$ cat config.mk
export PLATFORM = sky130hd
export DESIGN_NAME = cu_seq
export DESIGN_NICKNAME = d
export VERILOG_FILES = /design/src/rtl/cu_pkg.sv /design/src/rtl/cu_decode.sv /design/src/rtl/cu_seq.sv
export SDC_FILE = /design/constraint.sdc
export NUM_CORES = 1
export LEC_CHECK = 0
export CORE_ASPECT_RATIO = 0.75
export CORE_MARGIN = 3
export CORE_UTILIZATION = 40
export CTS_CLUSTER_DIAMETER = 60
export DETAILED_ROUTE_END_ITERATION = 8
export PLACE_DENSITY = 0.78
export SLEW_MARGIN = 30
export SYNTH_ARGS = -nofsm -noshare
export SYNTH_HDL_FRONTEND = slang
export SYNTH_SLANG_ARGS = --single-unit
$ cat constraint.sdc
create_clock -name clk -period 1.95 [get_ports clk]
set_clock_uncertainty 0.05 [all_clocks]
set_input_delay 0.2925 -clock clk [delete_from_list [all_inputs] [get_ports clk]]
set_output_delay 0.2925 -clock clk [all_outputs]
set_load 0.01 [all_outputs]
$ cat src/rtl/cu_pkg.sv
// Shared types and constants for the cu_seq control unit: FSM states,
// opcode map, ALU control codes and decode result types.
package cu_pkg;

  typedef enum logic [2:0] {
    S_RST, S_FETCH, S_WAIT_IR, S_DECODE, S_EXEC, S_MEM, S_WB, S_HALT
  } state_t;

  typedef enum logic [2:0] {
    CLS_NOP, CLS_ALU, CLS_LOAD, CLS_STORE, CLS_JMP, CLS_JZ, CLS_HALT
  } cls_t;

  typedef struct packed {
    logic a_op;
    logic a_out;
    logic b_op;
    logic b_out;
  } en_t;

  localparam logic [3:0] OP_NOP   = 4'h0;
  localparam logic [3:0] OP_MOV   = 4'h1;
  localparam logic [3:0] OP_ADD   = 4'h2;
  localparam logic [3:0] OP_SUB   = 4'h3;
  localparam logic [3:0] OP_SHL1  = 4'h4;
  localparam logic [3:0] OP_SHL2  = 4'h5;
  localparam logic [3:0] OP_SHR4  = 4'h6;
  localparam logic [3:0] OP_INC   = 4'h7;
  localparam logic [3:0] OP_LOAD  = 4'h8;
  localparam logic [3:0] OP_STORE = 4'h9;
  localparam logic [3:0] OP_JMP   = 4'hA;
  localparam logic [3:0] OP_JZ    = 4'hB;
  localparam logic [3:0] OP_HALT  = 4'hF;

  localparam logic [3:0] ALU_PASS = 4'b0000;
  localparam logic [3:0] ALU_ADD  = 4'b0001;
  localparam logic [3:0] ALU_SUB  = 4'b0010;
  localparam logic [3:0] ALU_SHL1 = 4'b0011;
  localparam logic [3:0] ALU_SHL2 = 4'b0100;
  localparam logic [3:0] ALU_SHR4 = 4'b0101;
  localparam logic [3:0] ALU_INC  = 4'b0110;

endpackage

$ cat src/rtl/cu_decode.sv
// Combinational opcode decode: operand enables, ALU code, class, illegal flag.
// Opcode B decodes as JZ only when CU_BRANCH_EN is defined, otherwise illegal.
module cu_decode
  import cu_pkg::*;
#(
  parameter int OPCODE_LEN = 4,
  parameter int ALU_CTRL_W = 4
) (
  input  logic [OPCODE_LEN-1:0] opcode,
  output en_t                   en,
  output logic [ALU_CTRL_W-1:0] alu_ctrl,
  output cls_t                  cls,
  output logic                  illegal
);

  localparam en_t EN_A  = '{a_op: 1'b1, a_out: 1'b1, b_op: 1'b0, b_out: 1'b0};
  localparam en_t EN_AB = '{a_op: 1'b1, a_out: 1'b1, b_op: 1'b1, b_out: 1'b1};
  localparam en_t EN_ST = '{a_op: 1'b1, a_out: 1'b1, b_op: 1'b0, b_out: 1'b1};

  always_comb begin
    en       = '0;
    alu_ctrl = '0;
    cls      = CLS_NOP;
    illegal  = 1'b0;
    case (opcode)
      OPCODE_LEN'(OP_NOP):   cls = CLS_NOP;
      OPCODE_LEN'(OP_MOV):   begin en = EN_A;  alu_ctrl = ALU_CTRL_W'(ALU_PASS); cls = CLS_ALU; end
      OPCODE_LEN'(OP_ADD):   begin en = EN_AB; alu_ctrl = ALU_CTRL_W'(ALU_ADD);  cls = CLS_ALU; end
      OPCODE_LEN'(OP_SUB):   begin en = EN_AB; alu_ctrl = ALU_CTRL_W'(ALU_SUB);  cls = CLS_ALU; end
      OPCODE_LEN'(OP_SHL1):  begin en = EN_A;  alu_ctrl = ALU_CTRL_W'(ALU_SHL1); cls = CLS_ALU; end
      OPCODE_LEN'(OP_SHL2):  begin en = EN_A;  alu_ctrl = ALU_CTRL_W'(ALU_SHL2); cls = CLS_ALU; end
      OPCODE_LEN'(OP_SHR4):  begin en = EN_A;  alu_ctrl = ALU_CTRL_W'(ALU_SHR4); cls = CLS_ALU; end
      OPCODE_LEN'(OP_INC):   begin en = EN_A;  alu_ctrl = ALU_CTRL_W'(ALU_INC);  cls = CLS_ALU; end
      OPCODE_LEN'(OP_LOAD):  begin en = EN_A;  alu_ctrl = ALU_CTRL_W'(ALU_PASS); cls = CLS_LOAD; end
      OPCODE_LEN'(OP_STORE): begin en = EN_ST; alu_ctrl = ALU_CTRL_W'(ALU_PASS); cls = CLS_STORE; end
      OPCODE_LEN'(OP_JMP):   cls = CLS_JMP;
`ifdef CU_BRANCH_EN
      OPCODE_LEN'(OP_JZ):    cls = CLS_JZ;
`else
      OPCODE_LEN'(OP_JZ):    illegal = 1'b1;
`endif
      OPCODE_LEN'(OP_HALT):  cls = CLS_HALT;
      default:               illegal = 1'b1;
    endcase
  end

endmodule

$ cat src/rtl/cu_seq.sv
// Multi-cycle control unit for the 16-bit datapath; branch support via CU_BRANCH_EN.
// state   | meaning
// RST     | datapath reset asserted, entered on rst_n
// FETCH   | imem_read strobe
// WAIT_IR | instruction memory latency, ir becomes valid
// DECODE  | opcode/fields latched, pc_inc strobe
// EXEC    | operand enables, ALU code, jump/illegal
// MEM     | data memory strobe held until mem_ready
// WB      | destination register write enables
// HALT    | sticky stop, left only through rst_n
module cu_seq
  import cu_pkg::*;
#(
  parameter int BUS_WIDTH  = 16,
  parameter int OPCODE_LEN = 4,
  parameter int ADDR_AW    = 4,
  parameter int ADDR_BW    = 4,
  parameter int DESTW      = 4,
  parameter int ALU_CTRL_W = 4
) (
  input  logic                  clk,
  input  logic                  rst_n,
  input  logic [BUS_WIDTH-1:0]  ir,
  input  logic                  zero,
  input  logic                  mem_ready,
  output logic                  reset,
  output logic [ADDR_AW-1:0]    sel_a,
  output logic [ADDR_BW-1:0]    sel_b,
  output logic [DESTW-1:0]      sel_dest,
  output logic                  en_decAop,
  output logic                  en_decBop,
  output logic                  en_decCop,
  output logic                  en_decAout,
  output logic                  en_decBout,
  output logic                  en_decCout,
  output logic [ALU_CTRL_W-1:0] alu_ctrl,
  output logic                  imem_read,
  output logic                  dmem_read,
  output logic                  dmem_write,
  output logic                  pc_inc,
  output logic                  jump,
  output logic                  illegal,
  output logic                  halted
);

  localparam int A_LSB = BUS_WIDTH - OPCODE_LEN - ADDR_AW;
  localparam int B_LSB = A_LSB - ADDR_BW;
  localparam int D_LSB = B_LSB - DESTW;

  state_t                  state;
  logic [OPCODE_LEN-1:0]   op_q;
  en_t                     dec_en;
  logic [ALU_CTRL_W-1:0]   dec_alu;
  cls_t                    dec_cls;
  logic                    dec_illegal;

  cu_decode #(.OPCODE_LEN(OPCODE_LEN), .ALU_CTRL_W(ALU_CTRL_W)) u_decode (
    .opcode   (op_q),
    .en       (dec_en),
    .alu_ctrl (dec_alu),
    .cls      (dec_cls),
    .illegal  (dec_illegal)
  );

  always_ff @(posedge clk or negedge rst_n) begin
    if (!rst_n) begin
      state      <= S_RST;
      op_q       <= '0;
      reset      <= 1'b1;
      sel_a      <= '0;
      sel_b      <= '0;
      sel_dest   <= '0;
      en_decAop  <= 1'b0;
      en_decBop  <= 1'b0;
      en_decCop  <= 1'b0;
      en_decAout <= 1'b0;
      en_decBout <= 1'b0;
      en_decCout <= 1'b0;
      alu_ctrl   <= '0;
      imem_read  <= 1'b0;
      dmem_read  <= 1'b0;
      dmem_write <= 1'b0;
      pc_inc     <= 1'b0;
      jump       <= 1'b0;
      illegal    <= 1'b0;
      halted     <= 1'b0;
    end else begin
      // Outputs belong to the next state; everything not set below drops.
      reset      <= 1'b0;
      en_decAop  <= 1'b0;
      en_decBop  <= 1'b0;
      en_decCop  <= 1'b0;
      en_decAout <= 1'b0;
      en_decBout <= 1'b0;
      en_decCout <= 1'b0;
      alu_ctrl   <= '0;
      imem_read  <= 1'b0;
      dmem_read  <= 1'b0;
      dmem_write <= 1'b0;
      pc_inc     <= 1'b0;
      jump       <= 1'b0;
      illegal    <= 1'b0;
      halted     <= 1'b0;
      case (state)
        S_RST: begin
          state     <= S_FETCH;
          imem_read <= 1'b1;
        end
        S_FETCH: state <= S_WAIT_IR;
        S_WAIT_IR: begin
          state    <= S_DECODE;
          op_q     <= ir[BUS_WIDTH-1 -: OPCODE_LEN];
          sel_a    <= ir[A_LSB +: ADDR_AW];
          sel_b    <= ir[B_LSB +: ADDR_BW];
          sel_dest <= ir[D_LSB +: DESTW];
          pc_inc   <= 1'b1;
        end
        S_DECODE: begin
          state      <= S_EXEC;
          en_decAop  <= dec_en.a_op;
          en_decAout <= dec_en.a_out;
          en_decBop  <= dec_en.b_op;
          en_decBout <= dec_en.b_out;
          alu_ctrl   <= dec_alu;
          illegal    <= dec_illegal;
          jump       <= (dec_cls == CLS_JMP) || ((dec_cls == CLS_JZ) && zero);
        end
        S_EXEC: begin
          case (dec_cls)
            CLS_ALU: begin
              state      <= S_WB;
              en_decCop  <= 1'b1;
              en_decCout <= 1'b1;
            end
            CLS_LOAD, CLS_STORE: begin
              state      <= S_MEM;
              dmem_read  <= (dec_cls == CLS_LOAD);
              dmem_write <= (dec_cls == CLS_STORE);
              en_decAop  <= en_decAop;
              en_decAout <= en_decAout;
              alu_ctrl   <= alu_ctrl;
            end
            CLS_HALT: begin
              state  <= S_HALT;
              halted <= 1'b1;
            end
            default: begin
              state     <= S_FETCH;
              imem_read <= 1'b1;
            end
          endcase
        end
        S_MEM: begin
          if (mem_ready) begin
            if (dec_cls == CLS_LOAD) begin
              state      <= S_WB;
              en_decCop  <= 1'b1;
              en_decCout <= 1'b1;
            end else begin
              state     <= S_FETCH;
              imem_read <= 1'b1;
            end
          end else begin
            dmem_read  <= dmem_read;
            dmem_write <= dmem_write;
            en_decAop  <= en_decAop;
            en_decAout <= en_decAout;
            alu_ctrl   <= alu_ctrl;
          end
        end
        S_WB: begin
          state     <= S_FETCH;
          imem_read <= 1'b1;
        end
        S_HALT: halted <= 1'b1;
        default: begin
          state <= S_RST;
          reset <= 1'b1;
        end
      endcase
    end
  end

endmodule
==> flow_summary.json, run 1 <==
{
  "ys.warnings.count": 0,
  "antenna_left": 0,
  "dieArea_um2": 4732,
  "grt_max_degree": 35,
  "synth_area_um2": 1574,
  "clock.fmax_mhz": 585.9,
  "setup_viol": 0,
  "hold_ws_ns": 0.3585,
  "drive_above_1_share_pct": 14.37,
  "grt_usage_pct": 15.58,
  "gr-total-overflow": 0,
  "clock-sinks": 34,
  "dpl.hpwl_um": 2527,
  "synth.avg_cell_area_um2": 12.39,
  "rsz0062_at_grt": "no",
  "fillers": 321,
  "htreeDepth": 2,
  "reg2reg_depth": 3,
  "rows": 19,
  "vias_per_cell": 5.049,
  "synth_top_cell_by_area": "dfrtp_1",
  "fin_crit_sh_pct": 87.52,
  "reg2reg_to": "imem_read",
  "setup_tns_ns": 0,
  "syn2layout_area_growth_pct": 38.87,
  "reg2reg_from": "op_q[1]",
  "finalHoldViolations": 0,
  "slowest_delay_ns": 0.55,
  "cp-end-kind": "flip-flop",
  "grt_pass1_vias": 1087,
  "post_cts_resized": 0,
  "layout_common_cells": "clkdlybuf4s50_1, dfrtp_1, mux2_4, mux2_1, nand2_1",
  "cts_root_buf": "clkbuf_8",
  "numCtsBuffers": 5,
  "worst_skew_pair.late_latency_ns": 0.28,
  "worstSetupStartpointType": "flip-flop",
  "path_delay_family": "simple AND/OR/NAND/NOR gates",
  "clk_pin_slew_ns": 0.08,
  "syn_inst": 127,
  "max_cap_violations": 0,
  "clockBufferDepth": 2,
  "postCtsHoldBufs": 0,
  "core_area_um2": 3709,
  "path_cells": "nor4b_2 > nor3b_1 > o32a_1",
  "crit_type": "flip-flop to flip-flop",
  "layout_min_cycle_time_ns": 1.707,
  "cts_tree": "yes",
  "vias": 1141,
  "die_w_um": 78.44,
  "cp_max_fo": 15,
  "drc": 0,
  "antenna_cells": 0,
  "avgRoutedWirePerCell_um": 14.67,
  "synth_cell_types": 46,
  "synth_area_leaders": "dfrtp_1, mux2_4, mux2_1, buf_6, buf_4",
  "synth_top_area_share_pct": 52.46,
  "dr.pass1.iters": 4,
  "layout_commonest_cell": "clkdlybuf4s50_1",
  "hp-class": "primary input to async pin",
  "worstPathArrival_ns": 1.81,
  "die_y_um": 60.33,
  "ys_async_sr_fraction_pct": 100.0,
  "start_util_pct": 42.44,
  "wirelength_um": 3316,
  "postCtsSetupBuffers": 0,
  "drt-initial-drc-count": 45,
  "cpMaxStageDelayCell": "dfrtp_1",
  "antenna_found_initial": 0,
  "synth.yosys.seq_area_share_pct": 54.13,
  "worst-path-buf-inv": 0,
  "slew_violations": 0,
  "power-per-cell-area_nw_per_um2": 1634,
  "synth_ff_type": "dfrtp_1",
  "outcome": "finished, final reports clean",
  "p_leak_nw": 0.9330,
  "gp_congestion": 0.8183,
  "io_buffer_count": 47,
  "grt_pass1_wl_um": 5568,
  "ys_seq_elements": 34,
  "p_total_mw": 3.572,
  "synth_edf_count": 0,
  "io_pins": 50,
  "rrSetupSlack_ns": 0.24,
  "critPathRequiredTime_ns": 2.06,
  "max-vdd-ir-drop_uv": 742.7,
  "final_nets": 193
}
[layer usage]
layer  track usage, %  part of all wire (%)  wire (um)  vias up
li1                 -                     -          -      541
met1            20.00                    44       1447      559
met2            25.98                    51       1685       38
met3            4.367                   5.1        168        3
met4            5.237                  0.42         14        0
met5                0                     0          0        -
[worst register-to-register path, delay by kind of cell (launching register included)]
kind | cells | cell delay (ns)
AND/OR/NAND/NOR | 2 | 0.64
flip-flops | 1 | 0.55
AO/OA/AOI/OAI | 1 | 0.35
[power breakdown]
part	switching [mW]	total, mW	internal, mW
Combinational	0.617	1.50	0.884
Clock	0.250	0.762	0.512
Sequential	0.329	1.31	0.980
Total	1.20	3.57	2.38
[sequential cells by signal, indices dropped and copies added (netlist names)]
| register | count |
|---|---|
| op_q | 4 |
| sel_a | 4 |
| sel_b | 4 |
| sel_dest | 4 |
| alu_ctrl | 3 |
| state | 3 |
| dmem_read | 1 |
| dmem_write | 1 |
| en_decAop | 1 |
| en_decBop | 1 |
| en_decBout | 1 |
| en_decCout | 1 |
| halted | 1 |
| illegal | 1 |
| imem_read | 1 |
| jump | 1 |
| pc_inc | 1 |
| reset | 1 |
[metrics by stage]
stage / utilization, % / cells / instance area [um2] / setup WS, ns
after floorplan: - / 128 / 1578 / 0.4958
after global placement: 55.23 / 218 / 2048 / 0.2103
after detailed placement: 55.23 / 218 / 2048 / 0.1907
after CTS: 58.94 / 226 / 2186 / 0.2821
after global routing: 58.94 / 226 / 2186 / 0.1616
final: 58.94 / 226 / 2186 / 0.2433
[cell families (layout without fill, tap and decap cells)]
group	count (synthesis)	after routing	synth area share, %
flops	34	34	54.13
buf+inv	17	63	6.756
xor+xnor	2	2	1.113
other cells	1	2	0.2382
mux	16	16	13.59
simple gates	35	35	13.35
compound gates	22	22	10.81
[how the worst max path moves through the flow]
stage                     startpoint   endpoint  slack, ns  cells past startpoint
final                        op_q[1]  imem_read       0.24                      3
after floorplan             state[2]    op_q[0]       0.50                      6
after global placement     mem_ready  en_decAop       0.21                      4
after global routing         op_q[1]  imem_read       0.16                      3
after CTS                    op_q[1]  imem_read       0.28                      3
after detailed placement   mem_ready  en_decAop       0.19                      4
[cells in the mapped netlist (all sizes together), types with 2 or more instances]
master and n:
nor2b 2, inv 5, dfrtp 33, xnor2 2, a211oi 2, nand2 6
mux2 16, nor3b 2, nand3 2, or3 2, buf 11, nand2b 2
nor4b 2, o21ai 3, nor4 2, a21o 2, nor2 5, nor3 3
a21oi 4, a32o 2
[cell type report]
type	count	area (um2)	area share (%)
Clock inverter	3	68.82	3.148
Inverter	5	18.77	0.8586
Multi-Input combinational cell	77	619.3	28.33
Clock buffer	5	68.82	3.148
Tap cell	52	65.06	2.977
Sequential cell	34	852.1	38.98
Timing Repair Buffer	50	493.0	22.55
Power figures use the tool's default switching activity.
==> run 2: changes to the inputs <==
- ABC_CLOCK_PERIOD_IN_PS: not set -> 1950
- CAP_MARGIN: not set -> 20
==> results of run 2 <==
Final layout, timing and power as in run 1 (identical DEF).
==> RTL edit 1: new RTL, config.mk and constraints of run 1 <==
Encoding of `state_t`: now one-hot (8 bits for 8 states).
--- a/src/rtl/cu_pkg.sv
+++ b/src/rtl/cu_pkg.sv
@@ -2,8 +2,8 @@
 // opcode map, ALU control codes and decode result types.
 package cu_pkg;
 
-  typedef enum logic [2:0] {
-    S_RST, S_FETCH, S_WAIT_IR, S_DECODE, S_EXEC, S_MEM, S_WB, S_HALT
+  typedef enum logic [7:0] {
+    S_RST = 8'b00000001, S_FETCH = 8'b00000010, S_WAIT_IR = 8'b00000100, S_DECODE = 8'b00001000, S_EXEC = 8'b00010000, S_MEM = 8'b00100000, S_WB = 8'b01000000, S_HALT = 8'b10000000
   } state_t;
 
   typedef enum logic [2:0] {
Behaviour: same outputs for any inputs over 10 cycles, from zero or initial values and one cycle with rst_n low; not proved beyond that.
==> RTL edit 1 against run 1 <==
- cell area grew 5.0%
- sequential cell count grew 5
- wire length grew 5.6%
- count of clock-buffer cells in the layout is the same
- combinational power shrank 21%
- power shrank 12%
- area after synthesis grew 7.9%
- die area grew 7.2%
- worst setup slack lost 0.15 ns
==> RTL edit 1: results (changes against run 1) <==
.. list-table::
   :header-rows: 1

   * - Metric
     - Value
   * - Sequential fraction of the synthesis area
     - 0.5758 (+0.03451)
   * - Clock-pin transition on the worst setup and hold timing paths
     - 0.07 ns
   * - Final net count
     - 210 (+8.8%)
   * - Largest cells by area after synthesis
     - sky130_fd_sc_hd__dfrtp_1 54%, sky130_fd_sc_hd__mux2_4 7.1%, sky130_fd_sc_hd__mux2_2 6.0%, sky130_fd_sc_hd__dfstp_2 3.1%, sky130_fd_sc_hd__nor2_1 3.1%
   * - Number of synthesized register bits
     - 39 (+15%)
   * - Final-layout clock-cell area share
     - 0.04635 (-0.01662)
   * - Multi-input gates
     - 91 (+18%)
   * - First-pass GRT wire length
     - 5.947 mm (+6.8%)
   * - Vias in the first global route
     - 1,283 (+18%)
   * - Largest vdd supply drop
     - 0.7286 mV (-1.9%)
   * - HPWL after detailed placement
     - 2.596 mm (+2.7%)
   * - Maximum cell stage delay along the critical path
     - 0.42 ns (-0.13 ns)
   * - Average via count per standard cell
     - 5.165 (+2.3%)
   * - RR Startpoint
     - state[1]
   * - Non-clock buffer instance count of the final layout
     - 49 (-2.0%)
   * - Ranking of synthesized cells by instance count
     - 37 x sky130_fd_sc_hd__dfrtp_1, 14 x sky130_fd_sc_hd__nor2_1, 10 x sky130_fd_sc_hd__nand2_1, 9 x sky130_fd_sc_hd__mux2_2, 8 x sky130_fd_sc_hd__mux2_4
   * - Global placer's final weighted congestion
     - 0.8397 (+2.6%)
   * - Layout non-clock buf frac
     - 0.2148 (-0.01070)
   * - Inverter count of the layout excluding clock inverters
     - 4 (-1)
   * - Register Area
     - 978.4 um^2 (+15%)
   * - Slack of the worst reg-to-reg path
     - 0.09 ns (-0.15 ns)
   * - Crit path DAT
     - 1.99 ns (+0.18 ns)
   * - Fraction of standard cell area in multi-input logic
     - 0.2775 (-0.005807)
   * - XOR/XNOR Fraction of Synth Area
     - 0.01031 (-0.0008195)
   * - Fraction of synthesized area in multiplexers
     - 0.1303 (-0.005591)
   * - Routed len/inst
     - 14.48 um (-1.3%)
   * - Status
     - finished clean
   * - Drt first-iter violations
     - 61 (+36%)
   * - Leakage
     - 1.011 nW (+8.3%)
   * - Share of layout cells above drive strength 1
     - 0.1632 (+0.01948)
## RTL edit 1: through the flow
stage,area (um^2),std cells,hold slack (ns),worst slack [ns],utilization
2_1_floorplan,1699,143,-0.05309,0.2228,-
3_3_place_gp,2188,235,0.3775,0.1826,0.5647
3_5_place_dp,2188,235,0.3883,0.1170,0.5647
4_1_cts,2295,242,0.07398,0.1112,0.5922
5_1_grt,2295,242,0.1147,0.02329,0.5922
6_report,2295,242,0.05565,0.08940,0.5922
## RTL edit 1: metal layers
layer / share of wire / up-vias / global-route usage
li1: - / 587 / -
met1: 0.42 / 595 / 0.1976
met2: 0.48 / 62 / 0.2367
met3: 0.082 / 6 / 0.06772
met4: 0.012 / 0 / 0.04430
met5: 0 / - / 0
## RTL edit 1: power by group
part / internal, mW / switching, mW
logic: 0.712 / 0.471
clock network: 0.374 / 0.266
registers: 1.06 / 0.245
total: 2.14 / 0.983
==> RTL edit 2: new RTL, config.mk and constraints of run 1 <==
Without the edit above. The option `CU_BRANCH_EN` is turned on by a define.
--- a/src/rtl/cu_decode.sv
+++ b/src/rtl/cu_decode.sv
@@ -1,5 +1,7 @@
 // Combinational opcode decode: operand enables, ALU code, class, illegal flag.
 // Opcode B decodes as JZ only when CU_BRANCH_EN is defined, otherwise illegal.
+`define CU_BRANCH_EN
+
 module cu_decode
   import cu_pkg::*;
 #(
Behaviour: not the same (Yosys sat finds a counterexample within 10 cycles, from zero or initial values and one cycle with rst_n low).
==> RTL edit 2 against run 1 <==
- power fell by 6.5%
- cell area fell by 1.1%
- wire length fell by 3.7%
- utilization rose by 3.0 points
- area after synthesis fell by 2.1%
- non-clock buffer count rose by 2
- worst setup slack improved by 0.049 ns
- sequential cell count did not move
- critical endpoint is now state[1]
- largest power group unchanged
==> RTL edit 2: results (changes against run 1) <==
.. list-table::
   :header-rows: 1

   * - Metric
     - Value
   * - Compound-Gate Fraction of Synth Area
     - 0.1097 (+0.001559)
   * - Number of buffers inserted by port buffering
     - 48 (+2.1%)
   * - Routed len/inst
     - 13.70 um (-6.6%)
   * - Slack of the worst reg-to-reg path
     - 0.29 ns (+0.05 ns)
   * - Minimum setup slack after placement
     - 0.2319 ns (+0.04112 ns)
   * - XOR/XNOR Fraction of Synth Area
     - 0.01137 (+0.0002441)
   * - Post-Syn Area per Cell
     - 11.49 um^2 (-7.3%)
   * - Fraction of synthesized area in multiplexers
     - 0.1097 (-0.02626)
   * - Post-synthesis to final-layout area growth
     - 40.37%
   * - Drt first-iter violations
     - 81 (+80%)
   * - Capture point of the worst path
     - state[1]
   * - Status
     - finished clean
   * - Sequential fraction of the synthesis area
     - 0.5532 (+0.01187)
   * - Vias in the first global route
     - 1,151 (+5.9%)
   * - Placed Area
     - 2056 um^2 (+0.37%)
   * - First-pass GRT wire length
     - 5.416 mm (-2.7%)
   * - Tot GR Track Use
     - 0.1496 (-0.006175)
   * - Final wirelength
     - 3.192 mm (-3.7%)
   * - Post-route fraction of the period consumed by the critical path
     - 0.8500 (-0.02523)
   * - # fillers
     - 272 (-15%)
   * - Largest vdd supply drop
     - 0.8520 mV (+15%)
   * - Ranking of synthesized cells by instance count
     - 33 x sky130_fd_sc_hd__dfrtp_1, 15 x sky130_fd_sc_hd__mux2_2, 7 x sky130_fd_sc_hd__inv_1, 7 x sky130_fd_sc_hd__nor2_1, 5 x sky130_fd_sc_hd__nand2_1
   * - Final net count
     - 202 (+4.7%)
   * - Synth cell types
     - 39 (-15%)
   * - Largest cells by area after synthesis
     - sky130_fd_sc_hd__dfrtp_1 54%, sky130_fd_sc_hd__mux2_2 11%, sky130_fd_sc_hd__buf_4 1.9%, sky130_fd_sc_hd__nor3b_1 1.9%, sky130_fd_sc_hd__dfstp_2 1.7%
   * - Final hold slack
     - 0.3606 ns (+0.002112 ns)
==> RTL edit 2: critical path: stages, from the launching register on <==
cell and delay, ns:
sky130_fd_sc_hd__dfrtp_1 0.53, sky130_fd_sc_hd__or4b_4 0.61, sky130_fd_sc_hd__or2_1 0.25, sky130_fd_sc_hd__a31oi_1 0.14
==> RTL edit 2: final cells by class <==
| cell class | count | area share |
|---|---|---|
| Clock buffer | 7 | 0.03530 |
| Clock inverter | 1 | 0.01389 |
| Inverter | 7 | 0.01215 |
| Multi-Input combinational cell | 82 | 0.2795 |
| Sequential cell | 34 | 0.3941 |
| Tap cell | 50 | 0.02894 |
| Timing Repair Buffer | 52 | 0.2361 |
==> RTL edit 2: layer usage <==
metal,up-vias,GRT usage,part of all wire
li1,563,-,-
met1,596,0.1962,0.46
met2,33,0.2341,0.47
met3,4,0.04217,0.054
met4,0,0.06599,0.012
met5,-,0,0
==> RTL edit 2: report_power, final <==
part	internal, mW	switching [mW]
clock	0.382	0.237
sequential	0.978	0.333
combinational	0.841	0.568
